[src/rtl/web_choice_encoder.sv]
// web_choice_encoder
// Encode side of the web-shooter select/enable interface. Eight raw choice
// buttons are debounced, the lowest-numbered stable choice is captured and
// presented in the bit-reversed 3-bit select code together with enable. The
// code is held until the downstream checker acknowledges it or a timeout
// expires. After a shot a cooldown runs (except for the reload choice), and
// every button must be released before a new choice is accepted.

module web_choice_encoder #(
   parameter int DEBOUNCE_CYCLES = 4,   // consecutive differing samples to flip a stable bit
   parameter int COOLDOWN_CYCLES = 8,   // idle cycles after an acknowledged shot (choices 0-6)
   parameter int ACK_TIMEOUT     = 16   // enable cycles allowed without ack before abort
) (
   input  logic       clk,
   input  logic       rst_n,
   input  logic [7:0] btn,
   input  logic       ack,
   output logic [2:0] select,
   output logic       enable,
   output logic       multi_press,
   output logic       timeout,
   output logic       busy
);

   // Counter widths: each counter only has to reach (LIMIT-1) before it
   // either fires or clears, so it never needs to hold LIMIT itself.
   localparam int DB_W = (DEBOUNCE_CYCLES > 1) ? $clog2(DEBOUNCE_CYCLES) : 1;
   localparam int CD_W = (COOLDOWN_CYCLES > 1) ? $clog2(COOLDOWN_CYCLES) : 1;
   localparam int TO_W = (ACK_TIMEOUT     > 1) ? $clog2(ACK_TIMEOUT)     : 1;

   localparam logic [DB_W-1:0] DB_LAST = DB_W'(DEBOUNCE_CYCLES - 1);
   localparam logic [CD_W-1:0] CD_LAST = CD_W'(COOLDOWN_CYCLES - 1);
   localparam logic [TO_W-1:0] TO_LAST = TO_W'(ACK_TIMEOUT - 1);

   // Select code of the reload choice (choice 7); it skips the cooldown.
   localparam logic [2:0] RELOAD_SELECT = 3'b111;

   typedef enum logic [1:0] {
      S_IDLE         = 2'd0,
      S_ISSUE        = 2'd1,
      S_COOLDOWN     = 2'd2,
      S_WAIT_RELEASE = 2'd3
   } state_t;

   // ------------------------------------------------------------------
   // Debounce: one independent filter per button. Each bit keeps its own
   // run-length counter of samples that disagree with the stable value.
   // ------------------------------------------------------------------
   logic [7:0] stable_q;

   for (genvar gi = 0; gi < 8; gi++) begin : g_debounce
      logic [DB_W-1:0] cnt_q;
      logic [DB_W-1:0] cnt_d;
      logic            stb_q;
      logic            stb_d;

      // Count consecutive disagreeing samples; flip and clear on the last one.
      always_comb begin
         cnt_d = '0;
         stb_d = stb_q;
         if (btn[gi] != stb_q) begin
            if (cnt_q == DB_LAST) begin
               stb_d = ~stb_q;
               cnt_d = '0;
            end else begin
               cnt_d = cnt_q + 1'b1;
            end
         end
      end

      // Debounce state register.
      always_ff @(posedge clk) begin
         if (!rst_n) begin
            cnt_q <= '0;
            stb_q <= 1'b0;
         end else begin
            cnt_q <= cnt_d;
            stb_q <= stb_d;
         end
      end

      assign stable_q[gi] = stb_q;
   end

   // ------------------------------------------------------------------
   // Priority encode: the lowest choice number wins. Choice n lives on
   // btn[7-n], so the highest set stable bit is the winner.
   // ------------------------------------------------------------------
   logic [2:0] pick_choice;
   logic [2:0] pick_select;
   logic [3:0] pick_count;
   logic       pick_multi;

   // Find the winning choice and count how many buttons are stable-high.
   always_comb begin
      pick_choice = 3'd0;
      pick_count  = 4'd0;
      // Walk from the highest choice number down so the lowest one is the
      // last assignment and therefore wins.
      for (int n = 7; n >= 0; n--) begin
         if (stable_q[7-n]) begin
            pick_choice = 3'(n);
         end
      end
      for (int i = 0; i < 8; i++) begin
         pick_count = pick_count + {3'b000, stable_q[i]};
      end
      // Downstream decoder expects the choice number bit-reversed.
      pick_select = {pick_choice[0], pick_choice[1], pick_choice[2]};
      pick_multi  = (pick_count > 4'd1);
   end

   // ------------------------------------------------------------------
   // Control FSM
   // ------------------------------------------------------------------
   state_t          state_q,       state_d;
   logic [2:0]      select_q,      select_d;
   logic            enable_q,      enable_d;
   logic            multi_q,       multi_d;
   logic            timeout_q,     timeout_d;
   logic [TO_W-1:0] to_cnt_q,      to_cnt_d;
   logic [CD_W-1:0] cd_cnt_q,      cd_cnt_d;

   // Next-state and registered-output logic for the capture/issue sequence.
   always_comb begin
      state_d   = state_q;
      select_d  = select_q;    // select is frozen unless a new capture happens
      enable_d  = enable_q;
      multi_d   = 1'b0;        // pulses default low
      timeout_d = 1'b0;
      to_cnt_d  = to_cnt_q;
      cd_cnt_d  = cd_cnt_q;

      unique case (state_q)
         S_IDLE: begin
            enable_d = 1'b0;
            if (stable_q != 8'h00) begin
               select_d = pick_select;
               enable_d = 1'b1;
               multi_d  = pick_multi;
               to_cnt_d = '0;
               state_d  = S_ISSUE;
            end
         end

         S_ISSUE: begin
            // Ack wins over a timeout that would expire on the same edge.
            if (ack) begin
               enable_d = 1'b0;
               if (select_q == RELOAD_SELECT) begin
                  state_d = S_WAIT_RELEASE;
               end else begin
                  cd_cnt_d = '0;
                  state_d  = S_COOLDOWN;
               end
            end else if (to_cnt_q == TO_LAST) begin
               enable_d  = 1'b0;
               timeout_d = 1'b1;
               state_d   = S_WAIT_RELEASE;
            end else begin
               to_cnt_d = to_cnt_q + 1'b1;
            end
         end

         S_COOLDOWN: begin
            if (cd_cnt_q == CD_LAST) begin
               state_d = S_WAIT_RELEASE;
            end else begin
               cd_cnt_d = cd_cnt_q + 1'b1;
            end
         end

         S_WAIT_RELEASE: begin
            // Presses are never queued: everything must be released first.
            if (stable_q == 8'h00) begin
               state_d = S_IDLE;
            end
         end

         default: begin
            state_d  = S_IDLE;
            enable_d = 1'b0;
         end
      endcase
   end

   // Control state register.
   always_ff @(posedge clk) begin
      if (!rst_n) begin
         state_q   <= S_IDLE;
         select_q  <= 3'b000;
         enable_q  <= 1'b0;
         multi_q   <= 1'b0;
         timeout_q <= 1'b0;
         to_cnt_q  <= '0;
         cd_cnt_q  <= '0;
      end else begin
         state_q   <= state_d;
         select_q  <= select_d;
         enable_q  <= enable_d;
         multi_q   <= multi_d;
         timeout_q <= timeout_d;
         to_cnt_q  <= to_cnt_d;
         cd_cnt_q  <= cd_cnt_d;
      end
   end

   assign select      = select_q;
   assign enable      = enable_q;
   assign multi_press = multi_q;
   assign timeout     = timeout_q;
   assign busy        = (state_q != S_IDLE);

endmodule

[config.mk]
export PLATFORM = sky130hd
export DESIGN_NAME = web_choice_encoder
export DESIGN_NICKNAME = d
export VERILOG_FILES = /design/src/rtl/web_choice_encoder.sv
export SDC_FILE = /design/constraint.sdc
export NUM_CORES = 1
export LEC_CHECK = 0
export ABC_AREA = 1
export CORE_UTILIZATION = 55
export CTS_BUF_LIST = sky130_fd_sc_hd__clkbuf_2 sky130_fd_sc_hd__clkbuf_4 sky130_fd_sc_hd__clkbuf_8
export CTS_CLUSTER_DIAMETER = 50
export DETAILED_ROUTE_END_ITERATION = 10
export PLACE_DENSITY = 0.83
export REMOVE_ABC_BUFFERS = 1
export SLEW_MARGIN = 20
export SYNTH_ARGS = -nofsm -noshare
export SYNTH_HDL_FRONTEND = slang
export SYNTH_SLANG_ARGS = --single-unit
[constraint.sdc]
create_clock -name clk -period 3.3 [get_ports clk]
set_clock_uncertainty 0.05 [all_clocks]
set_input_delay 0.66 -clock clk [delete_from_list [all_inputs] [get_ports clk]]
set_output_delay 0.66 -clock clk [all_outputs]
set_load 0.01 [all_outputs]
Yosys cells after proc, flatten, opt, wreduce, memory -nomap -nowiden
Index checks and enable logic that the tools add are counted.
{ "word_totals": {"reg_bits": 39, "inputBits": 11, "wordCells": 147} }
{ "classes": {"add_sub_neg": 17, "n_lt_le_gt_ge": 1, "eq_ne": 31, "muxes": 28, "bitwise_logic": 18, "n_reduce_logical": 29} }
{ "ops": {"columns": ["operator", "n"], "rows": [
  ["$mux W3", 11],
  ["$reduce_or A3 Y1", 9],
  ["$eq A2 B2 Y1 const B", 10],
  ["$reduce_and A2 Y1", 10],
  ["$not A1 Y1", 18],
  ["$add A2 B1 Y2 const B", 8],
  ["$add A4 B1 Y4", 4],
  ["$ne A2 B2 Y1 const B", 8],
  ["$mux W4", 3],
  ["$reduce_and A4 Y1", 3],
  ["$mux W2", 5],
  ["$logic_not A8 Y1", 1],
  ["$ne A1 B1 Y1", 8],
  ["$pmux W2 S4", 1],
  ["$pmux W4 S2", 1],
  ["$reduce_bool A8 Y1", 1],
  ["$eq A3 B3 Y1 const B", 2],
  ["$pmux W3 S2", 1],
  ["$reduce_bool A2 Y1", 3],
  ["$mux W1", 5],
  ["$add A3 B1 Y4", 1],
  ["$add A4 B1 Y4 const B", 1],
  ["$eq A4 B4 Y1 const B", 1],
  ["$gt A4 B1 Y1 const B", 1],
  ["other kinds (8)", 8]
]} }

Longest topological paths before layout
Gate-level depths: netlist of the first run.
{ "logic_depth": {"word_depth": 8, "mapped_depth": 11, "mapped_depth_nobuf": 11} }

Worst setup path before layout of the first run
Ideal clock, no wire load.
{ "synth_timing": {"path_kind": "reg2reg", "startpoint": "reg g_debounce[0].stb_q", "endpoint": "reg multi_q (netlist: multi_press)", "arrival_time_ns": 2.733, "required_ns": 3.134, "slack_ns": 0.401, "path_stages_with_launch": 12, "path_buffers": 0, "period_less_slack_ns": 2.899, "cell_sequence": "dfxtp_1 fa_1 inv_1 fa_1 fa_1 inv_1 ha_1 inv_1 fa_1 a211o_1 nand2_1 a21oi_1"} }
{ "synth_via": {"elab_chain_len": 8} }
{ "synth_lines": {"columns": ["element", "line_no", "text"], "rows": [
  ["from (decl)", "54", "logic stb_q;"],
  ["from (signal assigned)", "78", "stb_q <= stb_d;"],
  ["$add A1 B1 Y2", "106", "pick_count = pick_count + {3'b000, stable_q[i]};"],
  ["$add A2 B1 Y3", "106", null],
  ["$add A3 B1 Y4", "106", null],
  ["$add A4 B1 Y4 (4 in a row)", "106", null],
  ["$gt A4 B1 Y1", "110", "pick_multi = (pick_count > 4'd1);"],
  ["to (signal assigned)", "201", "multi_q <= multi_d;"],
  ["to (decl)", "119", "logic multi_q, multi_d;"]
]} }
Parallel ways exist; a longest one is shown, timed or not.
A chain may end at the register's enable or synchronous reset.

Final worst setup path of the first run
{ "layout_timing": {"startpoint": "reg g_debounce[3].stb_q", "endpoint": "reg multi_q (netlist: multi_press)"} }
{ "layout_via": {"elab_chain_len": 6} }
{ "layout_lines": {"columns": ["element", "line_no"], "rows": [
  ["from (decl)", "54"],
  ["from (signal assigned)", "78"],
  ["$add A3 B1 Y4", "106"],
  ["$add A4 B1 Y4 (4 in a row)", "106"],
  ["$gt A4 B1 Y1", "110"]
]} }
Parallel ways exist; a longest one is shown, timed or not.

==> impl_metrics.toml, run 1 <==
[final_layout]
commonest_cells_after_routing_fill_and_taps_aside = "dfxtp_1, inv_1, nor2_1"
antenna-diode-count = 0
final_layout_size_suffix_gt1_share_pct = 11.9
final_nets = 304
layout_commonest_cell = "dfxtp_1"
area_delta_synth_final_pct = 16.5

[drt]
detail_route.wl_per_cell_um = 10.5
drt_first_pass_iters = 4
dr_total_vias = 1587
totalWireLength_mm = 3.33
drt_first_iter_violations = 69
ant_nets = 0
detail_route.drc_violations = 0
routed_via_density = 5.02

[clock_network]
count_of_instances_resized_after_the_clock_tree_is_built = 0
numCtsBuffers = 5
clock_tree_from_tritoncts = "built"
clkSlewWorstSetupHoldPaths_ns = 0.12
numClockSinks = 39
cts.root.buffer_cell = "clkbuf_4"
later_pin_clock_latency_in_the_skew_report_ns = 0.35
cts_hold_buffers = 0
cts_buffer_depth = 2
post-cts-setup-buffers = 0
clock_tree.htree_level_count = 2

[sta]
clock.fmax_mhz = 328
rsz0062_at_grt = "no"
pins_over_their_slew_limit = 0
timing_hold_violations_final = 0
final_worst_path_period_need_ns = 3.05
fin_tns_setup_ns = 0
max-slew-margin-rel_pct = 76.8
finalCritPeriodShare_pct = 92.5
setup_slack_ns = 0.248
setup-violations-final = 0
worst-slew-pin-transition_ns = 0.347

[global_route]
grt_first_pass_wirelength_mm = 6.12
first_global_vias = 1523
track_usage_pct = 20.0
grt_antenna_before_repair = 0
grt_overflow_total = 0
largest_net_degree_at_the_start_of_global_routing = 16

[floorplan]
rows = 21
initial_utilization_pct = 58.8
die_height_um = 62.4
die-width_um = 62.4
io_pins = 18
fp.dieArea_mm2 = 0.00390
core_area_mm2 = 0.00342

[worst_setup_path]
critical_path_arrival_ns = 3.27
timing.critical_path.to_type = "flop"
worst-path-max-fanout = 8
rr_worst_depth = 11
setup.worst_path.start_class = "flop"
required_ns = 3.52
worstSetupPathType = "reg2reg"

[synth]
yosysWarningCount = 0
synthesis.instances = 246
yosys_register_bits = 39
yosysSeqAreaShare_pct = 38.9
yosys.cell_types.count = 27
syn_area_mm2 = 0.00201
postSynthAreaPerCell_um2 = 8.16

[power_and_ir_drop]
static-leakage-power_nw = 1.05
fin_total_pwr_w = 0.00151
vdd_ir_drop_max_mv = 0.413
power_density_mw_per_mm2 = 645

[placement]
gp_congestion = 0.785
hpwl_mm = 2.55
place.port_buffers = 17
placement.setup.worst_slack_ns = 0.243

[hold_path]
holdCritPathClass = "reg2reg"
whs_path_depth = 1

[job]
maxCapViolations = 0

[run_status]
run_status = "complete, no violations"
## layer usage
| layer | GRT usage [%] | up-vias | wire length (µm) |
|---|---|---|---|
| li1 | - | 846 | - |
| met1 | 21.2 | 705 | 1520 |
| met2 | 35.5 | 26 | 1590 |
| met3 | 4.56 | 10 | 119 |
| met4 | 13.1 | 0 | 96 |
| met5 | 0 | - | 0 |
## cells in the mapped netlist, drive strengths merged
cell type / count / area [µm²]
fa: 4 / 80.1
nand2: 30 / 130
o21a: 1 / 7.51
nand3: 8 / 52.6
o211ai: 9 / 67.6
clkbuf: 1 / 3.75
a21o: 1 / 7.51
ha: 20 / 250
dfxtp: 39 / 781
o21bai: 1 / 11.3
nor2: 37 / 164
nor3: 2 / 10.0
inv: 43 / 161
xor2: 2 / 17.5
a211oi: 2 / 15.0
a21oi: 25 / 133
buf: 1 / 5.00
a211o: 1 / 8.76
o21ai: 19 / 103
## power breakdown
part           switching (W)  internal (W)  leakage, nW  total, W
logic               0.000314      0.000216        0.681  0.000530
registers          0.0000462      0.000533        0.318  0.000579
clock network       0.000165      0.000235       0.0514  0.000400
total               0.000525      0.000984         1.05   0.00151
## sequential cells by signal, indices dropped and copies added (netlist names)
name and count:
state_q 2, g_debounce.cnt_q 16, cd_cnt_q 3, g_debounce.stb_q 8
timeout 1, enable 1, to_cnt_q 4, select 3
multi_press 1
## cell families (layout without fill, tap and decap cells)
| logic type | Yosys count | count (layout) | synth area share [%] |
|---|---|---|---|
| DFF | 39 | 39 | 38.9 |
| xor gates and xnor gates | 2 | 2 | 0.872 |
| and+or+nand+nor | 77 | 77 | 17.8 |
| buffers and inverters | 45 | 69 | 8.47 |
| AOI/OAI and AO/OA | 59 | 59 | 17.6 |
| adders and majority gates | 24 | 24 | 16.4 |
## worst max-delay path: stages, from the launching register on
cell,delay (ns)
dfxtp_1,0.50
fa_1,0.47
inv_1,0.09
fa_1,0.42
fa_1,0.43
inv_1,0.07
ha_1,0.16
inv_1,0.06
fa_1,0.38
a211o_1,0.24
nand2_1,0.06
a21oi_1,0.05
## cell type report
class	instances	area [µm²]
Clock buffer	5	37.5
Clock inverter	3	67.6
Fill cell	296	1080
Inverter	43	161
Multi-Input combinational cell	162	1060
Sequential cell	39	781
Tap cell	46	57.6
Timing Repair Buffer	18	178
## path summary, 6_finish.rpt
kind / startpoint / endpoint / slack [ns]
setup reg to reg: g_debounce[3].stb_q / multi_press / 0.25
hold reg to reg: g_debounce[1].cnt_q[0] / g_debounce[1].cnt_q[0] / 0.38
setup / recovery: g_debounce[3].stb_q / multi_press / 0.25
hold / removal: g_debounce[1].cnt_q[0] / g_debounce[1].cnt_q[0] / 0.38
## through the flow
| stage | util, % | area, µm² | std cells | hold slack, ns |
|---|---|---|---|---|
| after floorplan | - | 2000 | 244 | 0.349 |
| after global placement | 65.4 | 2230 | 308 | 0.357 |
| after detailed placement | 65.4 | 2230 | 308 | 0.362 |
| after CTS | 68.5 | 2340 | 316 | 0.380 |
| after global routing | 68.5 | 2340 | 316 | 0.406 |
| final | 68.5 | 2340 | 316 | 0.379 |
Note: power is estimated with default switching activity, not from simulation.
==> inputs of run 2 (changes only) <==
CORE_ASPECT_RATIO = 1.1   (was default)
==> run 2 against run 1 <==
Net effect:
- critical path depth stayed put
- design area is 0.69% lower
- register-to-register slack improved by 0.02 ns
- combinational power increased by 3%
- core utilization decreased by 0.43 points
- non-clock buffer count did not move
- global-route usage is 1.5 points higher
- clock power down 16%
- clock-buffer cell count grew 1
- sequential power about the same
==> impl_metrics.toml, run 2 (same netlist as run 1, synthesis figures left out) <==
[run_status]
run_status = "complete, no violations"

[sta]
finalCritPeriodShare_pct = 92.0
rsz0062_at_grt = "no"
setup-violations-final = 0
final_worst_path_period_need_ns = 3.04
worst-slew-pin-transition_ns = 0.461
clock.fmax_mhz = 329
setup_slack_ns = 0.264
max-slew-margin-rel_pct = 69.2
timing_hold_violations_final = 0
fin_tns_setup_ns = 0
pins_over_their_slew_limit = 0

[job]
maxCapViolations = 0

[clock_network]
clkSlewWorstSetupHoldPaths_ns = 0.11
numCtsBuffers = 5
cts_buffer_depth = 2
clock_tree_from_tritoncts = "built"
cts.root.buffer_cell = "clkbuf_4"
count_of_instances_resized_after_the_clock_tree_is_built = 0
clock_tree.htree_level_count = 2
numClockSinks = 39
post-cts-setup-buffers = 0
later_pin_clock_latency_in_the_skew_report_ns = 0.36
cts_hold_buffers = 0

[worst_setup_path]
worst_r2r_endpoint = "multi_press"
timing.critical_path.to_type = "flop"
required_ns = 3.51
r2r_setup_slack_ns = 0.26
worst-path-max-fanout = 8
critical-path-top-delay-family = "adder cells"
worstSetupPathType = "reg2reg"
crit_chain = "fa_1 > inv_1 > fa_1 > fa_1 > inv_1 > ha_1 > inv_1 > fa_1 > a211o_1 > nand2_1 > a21oi_1"
path_buf_inv = 3
max_stage_delay_ns = 0.49
critical_path_arrival_ns = 3.24
regToRegStartpoint = "g_debounce[3].stb_q"
path_common_cell = "fa_1"
worst_setup_path_startpoint = "g_debounce[3].stb_q"
timing.critical_path.slowest_stage_cell = "dfxtp_1"
setup.worst_path.start_class = "flop"
rr_worst_depth = 11

[final_layout]
layout_commonest_cell = "dfxtp_1"
final_layout_size_suffix_gt1_share_pct = 11.9
area_delta_synth_final_pct = 15.7
antenna-diode-count = 0
largest_register_ff_count = 16
fin_util_pct = 68.1
nFillCells = 306
largest-register = "g_debounce.cnt_q"
commonest_cells_after_routing_fill_and_taps_aside = "dfxtp_1, inv_1, nor2_1"
final_nets = 304
top_regs = "g_debounce.cnt_q (16), g_debounce.stb_q (8), to_cnt_q (4)"

[global_route]
grt_overflow_total = 0
first_global_vias = 1588
grt_first_pass_wirelength_mm = 6.28
grt_antenna_before_repair = 0
largest_net_degree_at_the_start_of_global_routing = 13
track_usage_pct = 21.6

[placement]
place.port_buffers = 17
placement.setup.worst_slack_ns = 0.247
gp_congestion = 0.747
hpwl_mm = 2.78

[power_and_ir_drop]
static-leakage-power_nw = 1.05
power_density_mw_per_mm2 = 631
vdd_ir_drop_max_mv = 0.354

[drt]
detail_route.wl_per_cell_um = 11.3
routed_via_density = 4.99
totalWireLength_mm = 3.58
drt_first_pass_iters = 4
detail_route.drc_violations = 0
ant_nets = 0
drt_first_iter_violations = 57
dr_total_vias = 1587

[hold_path]
holdCritPathClass = "reg2reg"
whs_path_depth = 1
hold_path_end = "g_debounce[5].cnt_q[0]"
hold_path_startpoint = "g_debounce[5].cnt_q[0]"

[floorplan]
rows = 22
initial_utilization_pct = 58.8
fp.dieArea_mm2 = 0.00390
core_area_mm2 = 0.00341
die-width_um = 59.6
die_height_um = 65.4
io_pins = 18
-- run 2: cell types whose count changed in the layout (fill, tap and decap cells not counted) --
cell / delta
clkinv_2: +1
clkbuf_8: +1
bufinv_16: -1
clkinvlp_4: -1
-- run 2: worst max-delay path by stage --
stage | end | depth (start not counted)
floorplan | multi_press | 11
global placement | multi_press | 11
detailed placement | multi_press | 11
CTS | multi_press | 11
global route | multi_press | 11
finish | multi_press | 11
-- run 2: final cells by class --
type	count	area [µm²]	share of cell area (%)
clock inverters	2	35.0	1.51
multi-input cells	162	1060	45.5
repair buffers	18	178	7.65
well taps	48	60.1	2.58
clock buffers	6	51.3	2.21
flip-flops and latches	39	781	33.6
inverters	43	161	6.95
-- run 2: per-layer routing --
| layer | wire length [µm] | track usage [%] | vias up |
|---|---|---|---|
| li1 | - | - | 845 |
| met1 | 1610 | 22.7 | 718 |
| met2 | 1790 | 39.3 | 18 |
| met3 | 120 | 6.30 | 6 |
| met4 | 60 | 8.72 | 0 |
| met5 | 0 | 0 | - |
-- run 2: through the flow --
step	power, W	cell area (µm²)	cells	hold WS (ns)
final	0.00147	2320	318	0.373
after global routing	0.00157	2320	318	0.400
after CTS	0.00148	2320	318	0.380
after detailed placement	0.00114	2240	310	0.364
after global placement	0.00111	2240	310	0.358
after floorplan	0.000989	2000	244	0.349
-- run 2: report_power, final --
group | internal [W] | leakage, nW | switching, W
Clock | 0.000179 | 0.0482 | 0.000159
Sequential | 0.000533 | 0.318 | 0.0000483
Combinational | 0.000217 | 0.681 | 0.000329
-- run 2: worst register-to-register path, stage by stage (launching register included) --
cell	delay, ns
dfxtp_1	0.49
fa_1	0.47
inv_1	0.08
fa_1	0.42
fa_1	0.44
inv_1	0.07
ha_1	0.15
inv_1	0.05
fa_1	0.38
a211o_1	0.24
nand2_1	0.06
a21oi_1	0.05
==> inputs of run 3 (changes only) <==
ABC_AREA = default   (was 1)
CORE_ASPECT_RATIO = 0.5   (was 1.1)
RECOVER_POWER = 50   (was default)
==> run 3 against run 2 <==
Net effect:
- maximum frequency grew 1.5%
- total power shrank 32%
- synthesized area shrank 3.9%
- critical path depth grew 1
- global-route usage shrank 1.4 points
- die area shrank 3.4%
- critical path type unchanged
- critical endpoint unchanged
==> impl_metrics.toml, run 3 <==
[clock_network]
cts_hold_buffers = 0
clock_tree.htree_level_count = 2
post-cts-setup-buffers = 0
count_of_instances_resized_after_the_clock_tree_is_built = 0
later_pin_clock_latency_in_the_skew_report_ns = 0.29
cts_buffer_depth = 2
numCtsBuffers = 5
clkSlewWorstSetupHoldPaths_ns = 0.07
clock_tree_from_tritoncts = "built"
cts.root.buffer_cell = "clkbuf_8"
numClockSinks = 39

[sta]
pins_over_their_slew_limit = 0
final_worst_path_period_need_ns = 2.99
clock.fmax_mhz = 334
worst-slew-pin-transition_ns = 0.566
fin_tns_setup_ns = 0
max-slew-margin-rel_pct = 62.2
setup_slack_ns = 0.308
timing_hold_violations_final = 0
finalCritPeriodShare_pct = 90.7
rsz0062_at_grt = "no"
setup-violations-final = 0

[worst_setup_path]
worst-path-max-fanout = 5
critical_path_arrival_ns = 3.12
timing.critical_path.to_type = "flop"
rr_worst_depth = 12
r2r_setup_slack_ns = 0.31
setup.worst_path.start_class = "flop"
worst_setup_path_startpoint = "g_debounce[0].stb_q"
regToRegStartpoint = "g_debounce[0].stb_q"
required_ns = 3.43
worstSetupPathType = "reg2reg"
worst_r2r_endpoint = "multi_press"
crit_end = "multi_press"

[floorplan]
io_pins = 18
die-width_um = 85.8
fp.dieArea_mm2 = 0.00377
rows = 14
initial_utilization_pct = 60.9
core_area_mm2 = 0.00317
die_height_um = 43.9

[power_and_ir_drop]
power_density_mw_per_mm2 = 447
static-leakage-power_nw = 0.906
vdd_ir_drop_max_mv = 0.266
fin_total_pwr_w = 0.000997

[job]
maxCapViolations = 0

[synth]
post-synth-top-area-cell = "dfxtp_1"
yosysWarningCount = 0
async_sr_flop_fraction_pct = 0
post-synth-top-count-cell = "dfxtp_1"
synthesis.instances = 198
synthTopCellsByCount = "dfxtp_1, ha_1, inv_1"
yosys_register_bits = 39
yosysTopAreaCellShare_pct = 40.4
yosys.cell_types.count = 38
yosysSeqAreaShare_pct = 40.4
synth.top_cells.by_area = "dfxtp_1, ha_1, mux2i_1"
synth_enable_flop_cells = 0
synth-main-ff-cell = "dfxtp_1"
postSynthAreaPerCell_um2 = 9.75
syn_area_mm2 = 0.00193

[drt]
totalWireLength_mm = 3.37
routed.top_layer = "met4"
routed_via_density = 5.52
detailroute.wirelength.met3_um = 136
drt_first_iter_violations = 54
ant_nets = 0
drt_first_pass_iters = 4
detail_route.drc_violations = 0
dr_total_vias = 1485
met2RoutedLength_mm = 1.62
detail_route.wirelength.met1_mm = 1.58
detail_route.wl_per_cell_um = 12.5

[global_route]
grt_first_pass_wirelength_mm = 5.80
track_usage_pct = 20.2
grt_overflow_total = 0
first_global_vias = 1407
largest_net_degree_at_the_start_of_global_routing = 14
grt_antenna_before_repair = 0

[final_layout]
largest_register_ff_count = 16
final_nets = 255
layout_commonest_cell = "dfxtp_1"
final_cell_area_mm2 = 0.00223
largest-register = "g_debounce.cnt_q"
top_regs = "g_debounce.cnt_q (16), g_debounce.stb_q (8), to_cnt_q (4)"
antenna-diode-count = 0
final_layout_size_suffix_gt1_share_pct = 5.88
commonest_cells_after_routing_fill_and_taps_aside = "dfxtp_1, ha_1, inv_1"
area_delta_synth_final_pct = 15.6
final_cell_count_no_fill = 269

[placement]
placement.setup.worst_slack_ns = 0.307
numPlacedInstances = 261
place_area_mm2 = 0.00216
place.port_buffers = 17
gp_congestion = 0.855
hpwl_mm = 2.63

[run_status]
run_status = "complete, no violations"

[hold_path]
holdCritPathClass = "reg2reg"
## run 3: worst min-delay path by stage
stage / from / end / slack (ns) / cells past startpoint
finish: g_debounce[0].cnt_q[0] / g_debounce[0].cnt_q[0] / 0.38 / 1
global placement: g_debounce[4].cnt_q[0] / g_debounce[4].cnt_q[0] / 0.36 / 1
global route: g_debounce[0].cnt_q[0] / g_debounce[0].cnt_q[0] / 0.39 / 1
CTS: g_debounce[1].cnt_q[0] / g_debounce[1].cnt_q[0] / 0.38 / 1
detailed placement: g_debounce[6].cnt_q[0] / g_debounce[6].cnt_q[0] / 0.37 / 1
floorplan: g_debounce[6].cnt_q[0] / g_debounce[6].cnt_q[0] / 0.35 / 1
## run 3: critical path: stages (launching register included)
cell and delay [ns]:
dfxtp_1 0.37, fa_1 0.54, inv_1 0.05, fa_1 0.49, fa_1 0.41, inv_1 0.07
ha_1 0.16, inv_1 0.06, fa_1 0.36, inv_1 0.08, nand3_1 0.08, o21ai_0 0.09
a21oi_1 0.09
## run 3: area by class of cell
class | count | area, µm²
Multi-Input combinational cell | 135 | 1050
Fill cell | 233 | 940
Sequential cell | 39 | 781
Timing Repair Buffer | 19 | 178
Inverter | 20 | 75.1
Clock buffer | 5 | 68.8
Tap cell | 48 | 60.1
Clock inverter | 3 | 15.0
## run 3: where the power goes
group | internal (W) | leakage [nW] | switching [W] | total [W]
Combinational | 0.0000827 | 0.541 | 0.000100 | 0.000183
Sequential | 0.000489 | 0.317 | 0.0000130 | 0.000502
Clock | 0.000145 | 0.0477 | 0.000167 | 0.000312
Total | 0.000716 | 0.906 | 0.000280 | 0.000997
## run 3: routing by layer
metal | track usage [%] | up-vias
met5 | 0 | -
met4 | 7.00 | 0
met3 | 5.90 | 8
met2 | 36.8 | 27
met1 | 23.4 | 702
li1 | - | 748
## run 3: logic make-up (layout without fill, tap and decap cells)
logic type,count (synthesis),count (layout),share of synthesized area [%]
AOI/OAI and AO/OA,35,35,10.6
xor gates and xnor gates,8,8,3.63
adders and majority gates,24,24,17.1
buffers and inverters,24,47,4.67
DFF,39,39,40.4
muxes,9,9,4.67
and+or+nand+nor,59,59,18.9
## run 3: metrics by stage
| step | utilization [%] | hold WS, ns |
|---|---|---|
| 6_report | 70.4 | 0.381 |
| 5_1_grt | 70.4 | 0.392 |
| 4_1_cts | 70.8 | 0.383 |
| 3_5_place_dp | 68.2 | 0.372 |
| 3_3_place_gp | 68.2 | 0.363 |
| 2_1_floorplan | - | 0.355 |
